## src/rtl/fft_stream_io.sv

```systemverilog
// Host-side stream load/unload engine for the radix-4 FFT core and its 4-bank RAM A.
// state  | meaning
// IDLE   | waiting for iSTART
// LOAD   | accepting N samples and scattering them across the four banks
// KICK   | one-cycle core start pulse, core owns RAM A
// RUN    | core busy; waiting for a fresh iCORE_RDY
// UNLOAD | reading results out through the output buffer
module fft_stream_io #(
  parameter int DATA_W    = 16,
  parameter int ADDR_W    = 9,
  parameter int RD_LAT    = 1,
  parameter int DIGIT_REV = 1,
  parameter int FILL_IM   = 0
) (
  input  logic                       iCLK,
  input  logic                       iRESET,
  input  logic                       iSTART,
  input  logic [DATA_W-1:0]          iS_DATA,
  input  logic                       iS_VALID,
  output logic                       oS_READY,
  output logic [DATA_W:0]            oM_DATA,
  output logic                       oM_VALID,
  input  logic                       iM_READY,
  output logic                       oM_LAST,
  output logic                       oSOURCE_CONT,
  output logic                       oCORE_START,
  input  logic                       iCORE_RDY,
  output logic [ADDR_W-1:0]          oADDR_WR,
  output logic [3:0]                 oWE,
  output logic [DATA_W:0]            oWDATA_RE,
  output logic [DATA_W:0]            oWDATA_IM,
  output logic [ADDR_W-1:0]          oADDR_RD,
  input  logic [4*(DATA_W+1)-1:0]    iRDATA_RE,
  output logic                       oBUSY,
  output logic                       oDONE
);

  localparam int IDX_W  = ADDR_W + 2;
  localparam int RC_W   = IDX_W + 1;
  localparam int WORD_W = DATA_W + 1;
  localparam int DEPTH  = RD_LAT + 1;
  localparam int PTR_W  = (DEPTH > 2) ? 2 : 1;
  localparam int NDIG   = IDX_W / 2;

  typedef enum logic [2:0] {IDLE, LOAD, KICK, RUN, UNLOAD} state_t;

  state_t state, state_nxt;
  logic   run_armed;

  logic [IDX_W-1:0]  in_cnt;
  logic [RC_W-1:0]   rd_cnt;
  logic [IDX_W-1:0]  rev_idx;
  logic [RD_LAT-1:0] pipe_vld;
  logic [RD_LAT-1:0] pipe_last;
  logic [1:0]        pipe_bank [RD_LAT];

  logic [WORD_W-1:0] fifo_data [DEPTH];
  logic [DEPTH-1:0]  fifo_last;
  logic [PTR_W-1:0]  wr_ptr, rd_ptr;
  logic [1:0]        fifo_cnt;
  logic [1:0]        inflight;
  logic [2:0]        credit;

  logic              in_hs, issue, push, pop;
  logic [WORD_W-1:0] sample_ext, rd_word;

  function automatic logic [PTR_W-1:0] ptr_inc(input logic [PTR_W-1:0] p);
    return (p == PTR_W'(DEPTH - 1)) ? '0 : p + PTR_W'(1);
  endfunction

  assign in_hs      = (state == LOAD) && iS_VALID;
  assign sample_ext = {iS_DATA[DATA_W-1], iS_DATA};
  assign oWE        = in_hs ? (4'b0001 << in_cnt[1:0]) : 4'b0000;
  assign oADDR_WR   = in_cnt[IDX_W-1:2];
  assign oWDATA_RE  = in_hs ? sample_ext : '0;
  assign oWDATA_IM  = (in_hs && FILL_IM != 0) ? sample_ext : '0;

  // Unload order: plain index, or base-4 digit reversal for natural frequency order.
  always_comb begin
    rev_idx = rd_cnt[IDX_W-1:0];
    if (DIGIT_REV != 0) begin
      for (int d = 0; d < NDIG; d++) begin
        rev_idx[2*d +: 2] = rd_cnt[2*(NDIG-1-d) +: 2];
      end
    end
  end

  assign oADDR_RD = rev_idx[IDX_W-1:2];

  always_comb begin
    inflight = '0;
    for (int i = 0; i < RD_LAT; i++) begin
      inflight = inflight + 2'(pipe_vld[i]);
    end
  end

  assign oM_VALID = (fifo_cnt != 2'd0);
  assign oM_DATA  = fifo_data[rd_ptr];
  assign oM_LAST  = oM_VALID && fifo_last[rd_ptr];
  assign pop      = (state == UNLOAD) && oM_VALID && iM_READY;
  assign oDONE    = pop && fifo_last[rd_ptr];
  assign push     = pipe_vld[RD_LAT-1];
  assign rd_word  = iRDATA_RE[pipe_bank[RD_LAT-1]*WORD_W +: WORD_W];

  // A word popped this cycle frees its slot, so the credit check counts it back.
  assign credit = 3'(fifo_cnt) + 3'(inflight) - 3'(pop);
  assign issue  = (state == UNLOAD) && !rd_cnt[IDX_W] && (credit < 3'(DEPTH));
  assign oBUSY  = (state != IDLE);

  always_ff @(posedge iCLK) begin
    if (iRESET) begin
      state     <= IDLE;
      run_armed <= 1'b0;
    end else begin
      state     <= state_nxt;
      run_armed <= (state == RUN);
    end
  end

  always_comb begin
    state_nxt    = state;
    oS_READY     = 1'b0;
    oSOURCE_CONT = 1'b0;
    oCORE_START  = 1'b0;
    case (state)
      IDLE: if (iSTART) state_nxt = LOAD;
      LOAD: begin
        oS_READY     = 1'b1;
        oSOURCE_CONT = 1'b1;
        if (in_hs && in_cnt == '1) state_nxt = KICK;
      end
      KICK: begin
        oCORE_START = 1'b1;
        state_nxt   = RUN;
      end
      RUN: if (run_armed && iCORE_RDY) state_nxt = UNLOAD;
      UNLOAD: begin
        oSOURCE_CONT = 1'b1;
        if (oDONE) state_nxt = IDLE;
      end
      default: state_nxt = IDLE;
    endcase
  end

  always_ff @(posedge iCLK) begin
    if (iRESET || state == IDLE) begin
      in_cnt    <= '0;
      rd_cnt    <= '0;
      pipe_vld  <= '0;
      pipe_last <= '0;
      for (int i = 0; i < RD_LAT; i++) pipe_bank[i] <= 2'd0;
      wr_ptr    <= '0;
      rd_ptr    <= '0;
      fifo_cnt  <= 2'd0;
    end else begin
      if (in_hs) in_cnt <= in_cnt + IDX_W'(1);
      if (issue) rd_cnt <= rd_cnt + RC_W'(1);
      pipe_vld[0]  <= issue;
      pipe_last[0] <= issue && (rd_cnt[IDX_W-1:0] == '1);
      pipe_bank[0] <= rev_idx[1:0];
      for (int i = 1; i < RD_LAT; i++) begin
        pipe_vld[i]  <= pipe_vld[i-1];
        pipe_last[i] <= pipe_last[i-1];
        pipe_bank[i] <= pipe_bank[i-1];
      end
      if (push) wr_ptr <= ptr_inc(wr_ptr);
      if (pop)  rd_ptr <= ptr_inc(rd_ptr);
      fifo_cnt <= fifo_cnt + 2'(push) - 2'(pop);
    end
  end

  always_ff @(posedge iCLK) begin
    if (iRESET) begin
      for (int i = 0; i < DEPTH; i++) fifo_data[i] <= '0;
      fifo_last <= '0;
    end else if (push) begin
      fifo_data[wr_ptr] <= rd_word;
      fifo_last[wr_ptr] <= pipe_last[RD_LAT-1];
    end
  end

endmodule
```

## config.mk

```make
export PLATFORM = sky130hd
export DESIGN_NAME = fft_stream_io
export DESIGN_NICKNAME = d
export VERILOG_FILES = /design/src/rtl/fft_stream_io.sv
export SDC_FILE = /design/constraint.sdc
export NUM_CORES = 1
export LEC_CHECK = 0
export CAP_MARGIN = 10
export CORE_ASPECT_RATIO = 1.5
export CORE_MARGIN = 8
export CORE_UTILIZATION = 38
export CTS_CLUSTER_DIAMETER = 80
export CTS_CLUSTER_SIZE = 12
export DETAILED_ROUTE_END_ITERATION = 10
export PLACE_DENSITY = 0.74
export RECOVER_POWER = 50
export SYNTH_ARGS = -nofsm -noshare
export SYNTH_HDL_FRONTEND = slang
export SYNTH_SLANG_ARGS = --single-unit
```

## constraint.sdc

```tcl
create_clock -name iCLK -period 6.65 [get_ports iCLK]
set_input_delay 0.9975 -clock iCLK [delete_from_list [all_inputs] [get_ports iCLK]]
set_output_delay 0.9975 -clock iCLK [all_outputs]
set_load 0.03 [all_outputs]
```

==> metrics.cfg, run 1 <==
[status]
status = finished clean

[critical_path]
worst_ep_required_time_ns = 5.65
crit_arrival_ns = 3.23
r2r-start = state[2]$_SDFFE_PP0P_
worst-path-max-fanout = 25
critPathLaunchType = primary input
critPathCaptureType = output port
path_class = in2out
critPathLaunch = iS_VALID

[finish]
layout.nets = 604
insertedDiodeCount = 0
layoutNonFillerInstCount = 655
register_area_um2 = 1780
final_area_um2 = 5780
multi_input_area_um2 = 1950
layout-drive-gt1-share_pct = 11.0
fillers = 907
area_delta_synth_final_pct = 41.6

[logic_synthesis]
ys_warn_count = 0
synth_most_common_cell = and2_1
ys_types = 52
ys_ff_latch = 72
yosysSeqAreaShare_pct = 43.6
synth_top_cell_area_share_pct = 25.0
synth_flop_cell = dfxtp_1
syn-cell-area_um2 = 4080
syn_area_per_cell_um2 = 10.8
synth_area_leaders = edfxtp_1 (25%), dfxtp_1 (19%), mux4_2 (9.4%), buf_4 (6.6%), and2_1 (6.4%)
synth_compound_area_share_pct = 5.21
yosys.area.top_type = edfxtp_1
async_flop_share_pct = 0
synth_top_family_by_area = simple AND/OR/NAND/NOR gates
syn_inst = 378
synth-adder-area-share_pct = 2.64
synth_commonest_cells = and2_1 (42), dfxtp_1 (38), buf_4 (36), edfxtp_1 (34), nor2_1 (22)
synthMuxAreaShare_pct = 14.8
synth_xor_xnor_area_share_pct = 2.76
synth-simple-area-share_pct = 20.9
synth_edf_count = 34

[worst_hold_path]
hold_class = reg2reg
worstHoldStart = rd_cnt[11]$_SDFFE_PP0P_

[pwr]
ir_drop_mv = 0.116
p_leak_nw = 2.06
powerDensity_nw_per_um2 = 189

[global_route]
grt_pass1_vias = 3334
grt_overflow = 0
antenna_found_initial = 0
grt_start_max_net_pins = 26
grt_first_pass_wirelength_um = 16800
grt_util_all_layers_pct = 15.0

[routing]
wire_per_inst_um = 16.4
finalWirelength_um = 10800
drtAntennaViolNets = 0
vias = 3159
viasPerCell = 4.82
first_iter_violations = 71
first_pass_iters = 4
drc = 0

[sta]
maxSlewViolCount = 0
fin_setup_tns_ns = 0
slew-limit-headroom_pct = 8.96
worstMarginPinSlew_ns = 1.35
finClkSkew_ns = 0.00507
hold_viol = 0
period_minus_slack_ns = 4.23
min_period_over_period_pct = 63.5
fmax_ghz = 0.237
grt_setup_unrepaired = no
setup_viol = 0

[clocking]
cts_setup_buffers = 0
numClockSinks = 72
hold_buffers = 0
clock_latency_ns = 0.33
cts_root_buf = clkbuf_16
cts_inserted_buffers = 9
htreeDepth = 3
path_clk_slew_ns = 0.05
cts_resized = 0
cts_buffer_depth = 2
cts_tree = yes

[floorplan]
core_area_um2 = 10500
start_util_pct = 38.8
die_area_um2 = 14400
die_w_um = 101
die_h_um = 143
pin_count = 170
num_rows = 46

[place]
dp.cells = 638
post-dp-hpwl_um = 8540
io_buffers = 152
place_congestion = 0.795
place_area_um2 = 5500

[run]
maxCapViolCount = 0

## worst max-delay path, cell delays in order
cell	delay, ns
dlygate4sd3_1	0.58
and4bb_1	0.65
and2_0	0.28
clkdlybuf4s50_1	0.71
## flip-flops by register name, indices dropped and copies added, names as in the netlist, named ones only
signal,count
fifo_cnt,2
pipe_vld,1
pipe_bank,2
fifo_last,2
wr_ptr,1
pipe_last,1
rd_ptr,1
fifo_data,34
in_cnt,11
rd_cnt,12
run_armed,1
state,3
## per-layer routing
layer  up-vias  GRT usage (%)  wire length, um
li1       1534              -                -
met4         0           6.24              192
met1      1496           15.4             4010
met3        11           5.31              932
met5         -              0                0
met2       118           26.6             5640
## placed cells by master (no fill, tap or decap), types with 4 or more instances in the layout
| cell type | instances |
|---|---|
| and2_1 | 33 |
| clkbuf_16 | 10 |
| and2_0 | 9 |
| nor3_1 | 7 |
| conb_1 | 17 |
| clkinv_1 | 4 |
| dfxtp_1 | 38 |
| ha_1 | 7 |
| mux4_2 | 17 |
| nor2b_1 | 19 |
| nor2_1 | 22 |
| nand2_1 | 16 |
| edfxtp_1 | 34 |
| inv_1 | 15 |
| mux2_2 | 18 |
| a21oi_1 | 12 |
| nand3_1 | 6 |
| xnor2_1 | 7 |
| clkdlybuf4s50_1 | 133 |
| o21ai_0 | 12 |
| xor2_1 | 4 |
| or3_1 | 5 |
| nand4_1 | 8 |
| dlygate4sd3_1 | 19 |
## logic make-up (layout without fill, tap and decap cells)
kind of cell / count (synthesis) / in the layout
AO/OA/AOI/OAI: 35 / 35
XOR/XNOR: 12 / 12
adder cells (fa/ha/maj): 8 / 8
buffers and inverters: 68 / 185
flip-flops: 72 / 72
multiplexers: 37 / 37
other: 1 / 17
AND/OR/NAND/NOR: 145 / 145
## worst paths after layout
check	endpoint	slack [ns]	cells after the start
setup reg to reg	rd_cnt[9]$_SDFFE_PP0P_	3.17	10
setup / recovery	oWE[3]	2.42	4
hold reg to reg	rd_cnt[11]$_SDFFE_PP0P_	0.45	2
hold / removal	rd_cnt[11]$_SDFFE_PP0P_	0.45	2
## where the power goes
group | switching, W | internal [W] | total, W
combinational | 0.0000873 | 0.0000897 | 0.000177
sequential | 0.00000854 | 0.000473 | 0.000481
clock | 0.000166 | 0.000269 | 0.000435
## per-stage QoR
step / util, % / power (W) / setup WS, ns / hold slack (ns)
final: 54.9 / 0.00109 / 2.42 / 0.455
after global routing: 54.9 / 0.00113 / 2.28 / 0.498
after CTS: 54.8 / 0.00111 / 2.70 / 0.461
after detailed placement: 52.2 / 0.000670 / 2.70 / 0.449
after global placement: 52.2 / 0.000667 / 2.76 / 0.432
after floorplan: - / 0.000587 / 3.43 / 0.425
## cell type report
class | instances | area share [%]
clock inverter | 5 | 0.346
multi-input combinational | 254 | 33.7
timing repair buffer | 154 | 26.6
clock buffer | 11 | 4.39
sequential | 72 | 30.8
tap | 144 | 3.12
inverter | 15 | 0.974
(Power assumes the default switching activity.)
==> run 2: changes to the inputs <==
==> constraint.sdc (replaced) <==
create_clock -name iCLK -period 4.3 [get_ports iCLK]
set_input_delay 0.645 -clock iCLK [delete_from_list [all_inputs] [get_ports iCLK]]
set_output_delay 0.645 -clock iCLK [all_outputs]
set_load 0.03 [all_outputs]
==> run 2 against run 1 <==
Effect of this change:
- global-route usage increased by 0.16 points
- non-clock buffer count down 1
- critical path type is now reg2reg
- critical path depth rose by 6
- utilization fell by 0.15 points
- die area stayed put
- design area is 0.28% lower
- worst setup slack worse by 1.5 ns
- power rose by 55%
- register-to-register slack worse by 2.3 ns
- sequential cell count unchanged
- sequential share of layout area is 0.087 points higher
==> metrics.cfg, run 2 (synthesized netlist as in run 1, its figures left out) <==
[status]
status = finished clean

[routing]
first_pass_iters = 4
drc = 0
first_iter_violations = 126
wire_per_inst_um = 16.7
viasPerCell = 4.90
vias = 3206
drtAntennaViolNets = 0
finalWirelength_um = 10900

[clocking]
hold_buffers = 0
cts_resized = 0
numClockSinks = 72
cts_setup_buffers = 0
path_clk_slew_ns = 0.05
clock_latency_ns = 0.33
htreeDepth = 3
cts_buffer_depth = 2
cts_tree = yes
cts_root_buf = clkbuf_16
cts_inserted_buffers = 9

[sta]
worstMarginPinSlew_ns = 1.25
fmax_ghz = 0.293
hold_viol = 0
finClkSkew_ns = 0.00681
setup_viol = 0
slew-limit-headroom_pct = 16.5
maxSlewViolCount = 0
period_minus_slack_ns = 3.42
grt_setup_unrepaired = no
min_period_over_period_pct = 79.5
fin_setup_tns_ns = 0

[critical_path]
critPathLaunchType = register
crit_arrival_ns = 3.63
path_class = reg2reg
r2r_slack_ns = 0.88
worst_ep_required_time_ns = 4.51
r2r-start = state[2]$_SDFFE_PP0P_
r2r-end = rd_cnt[9]$_SDFFE_PP0P_
critPathCaptureType = register
worst-path-max-fanout = 12
ff2ff_path_depth = 10

[floorplan]
die_area_um2 = 14400
die_w_um = 101
core_area_um2 = 10500
die_h_um = 143
pin_count = 170
start_util_pct = 38.8
num_rows = 46

[place]
post-dp-hpwl_um = 8710
place_congestion = 0.786
place_area_um2 = 5500
io_buffers = 152

[finish]
fin_util_pct = 54.8
fillers = 913
mostFrequentLayoutCells = clkdlybuf4s50_1 (131), and2_1 (39), dfxtp_1 (38)
top_regs = fifo_data: 34 flops, rd_cnt: 12 flops, in_cnt: 11 flops
final_common_cell = clkdlybuf4s50_1
multi_input_area_um2 = 1950
layout.nets = 603
final_area_um2 = 5770
area_delta_synth_final_pct = 41.3
insertedDiodeCount = 0
max_flop_register = fifo_data
layout-drive-gt1-share_pct = 11.2
register_area_um2 = 1780
largest_register_ffs = 34

[run]
maxCapViolCount = 0

[worst_hold_path]
hold_depth = 2
hold_class = reg2reg
min_to = rd_cnt[11]$_SDFFE_PP0P_
worstHoldStart = rd_cnt[11]$_SDFFE_PP0P_

[pwr]
p_leak_nw = 2.07
powerDensity_nw_per_um2 = 294
ir_drop_mv = 0.202

[global_route]
grt_start_max_net_pins = 30
grt_pass1_vias = 3400
grt_overflow = 0
grt_first_pass_wirelength_um = 17000
grt_util_all_layers_pct = 15.1
antenna_found_initial = 0

-- run 2: worst max-delay path by stage --
stage	slack, ns	endpoint	startpoint	depth (start not counted)
2_1_floorplan	1.30	rd_cnt[9]$_SDFFE_PP0P_	fifo_cnt[1]$_SDFF_PP0_	10
3_3_place_gp	0.88	rd_cnt[9]$_SDFFE_PP0P_	iM_READY	10
3_5_place_dp	0.73	rd_cnt[9]$_SDFFE_PP0P_	iM_READY	10
4_1_cts	0.86	rd_cnt[9]$_SDFFE_PP0P_	state[2]$_SDFFE_PP0P_	10
5_1_grt	0.60	rd_cnt[9]$_SDFFE_PP0P_	state[2]$_SDFFE_PP0P_	10
6_report	0.88	rd_cnt[9]$_SDFFE_PP0P_	state[2]$_SDFFE_PP0P_	10
-- run 2: per-layer routing --
layer	GRT usage [%]	share of wire [%]	vias up
li1	-	-	1532
met1	15.2	36	1528
met2	27.1	53	135
met3	6.04	9.1	11
met4	5.44	1.5	0
met5	0	0	-
-- run 2: power breakdown --
group	internal [W]	total [W]	switching (W)
Combinational	0.000139	0.000273	0.000134
Sequential	0.000731	0.000744	0.0000130
Clock	0.000422	0.000679	0.000257
Total	0.00129	0.00170	0.000404
-- run 2: critical path, stage by stage (launching register included) --
cell     delay (ns)
dfxtp_1        0.50
nor3b_4        0.39
and3_1         0.29
ha_1           0.25
inv_1          0.05
ha_1           0.15
fa_1           0.44
nor2_1         0.27
nand4_1        0.32
nor3_1         0.28
mux2_2         0.35
-- run 2: cell type report --
type | instances | share of cell area, %
Clock buffer | 15 | 4.64
Tap cell | 144 | 3.12
Inverter | 15 | 0.976
Multi-Input combinational cell | 254 | 33.8
Clock inverter | 1 | 0.0868
Timing Repair Buffer | 153 | 26.4
Sequential cell | 72 | 30.9
-- run 2: metrics by stage --
step / instances / hold WS (ns) / power [W] / setup slack, ns
global placement: 638 / 0.435 / 0.00103 / 0.879
finish: 654 / 0.449 / 0.00170 / 0.883
CTS: 654 / 0.453 / 0.00172 / 0.862
global route: 654 / 0.498 / 0.00176 / 0.597
floorplan: 394 / 0.425 / 0.000907 / 1.30
detailed placement: 638 / 0.440 / 0.00104 / 0.726
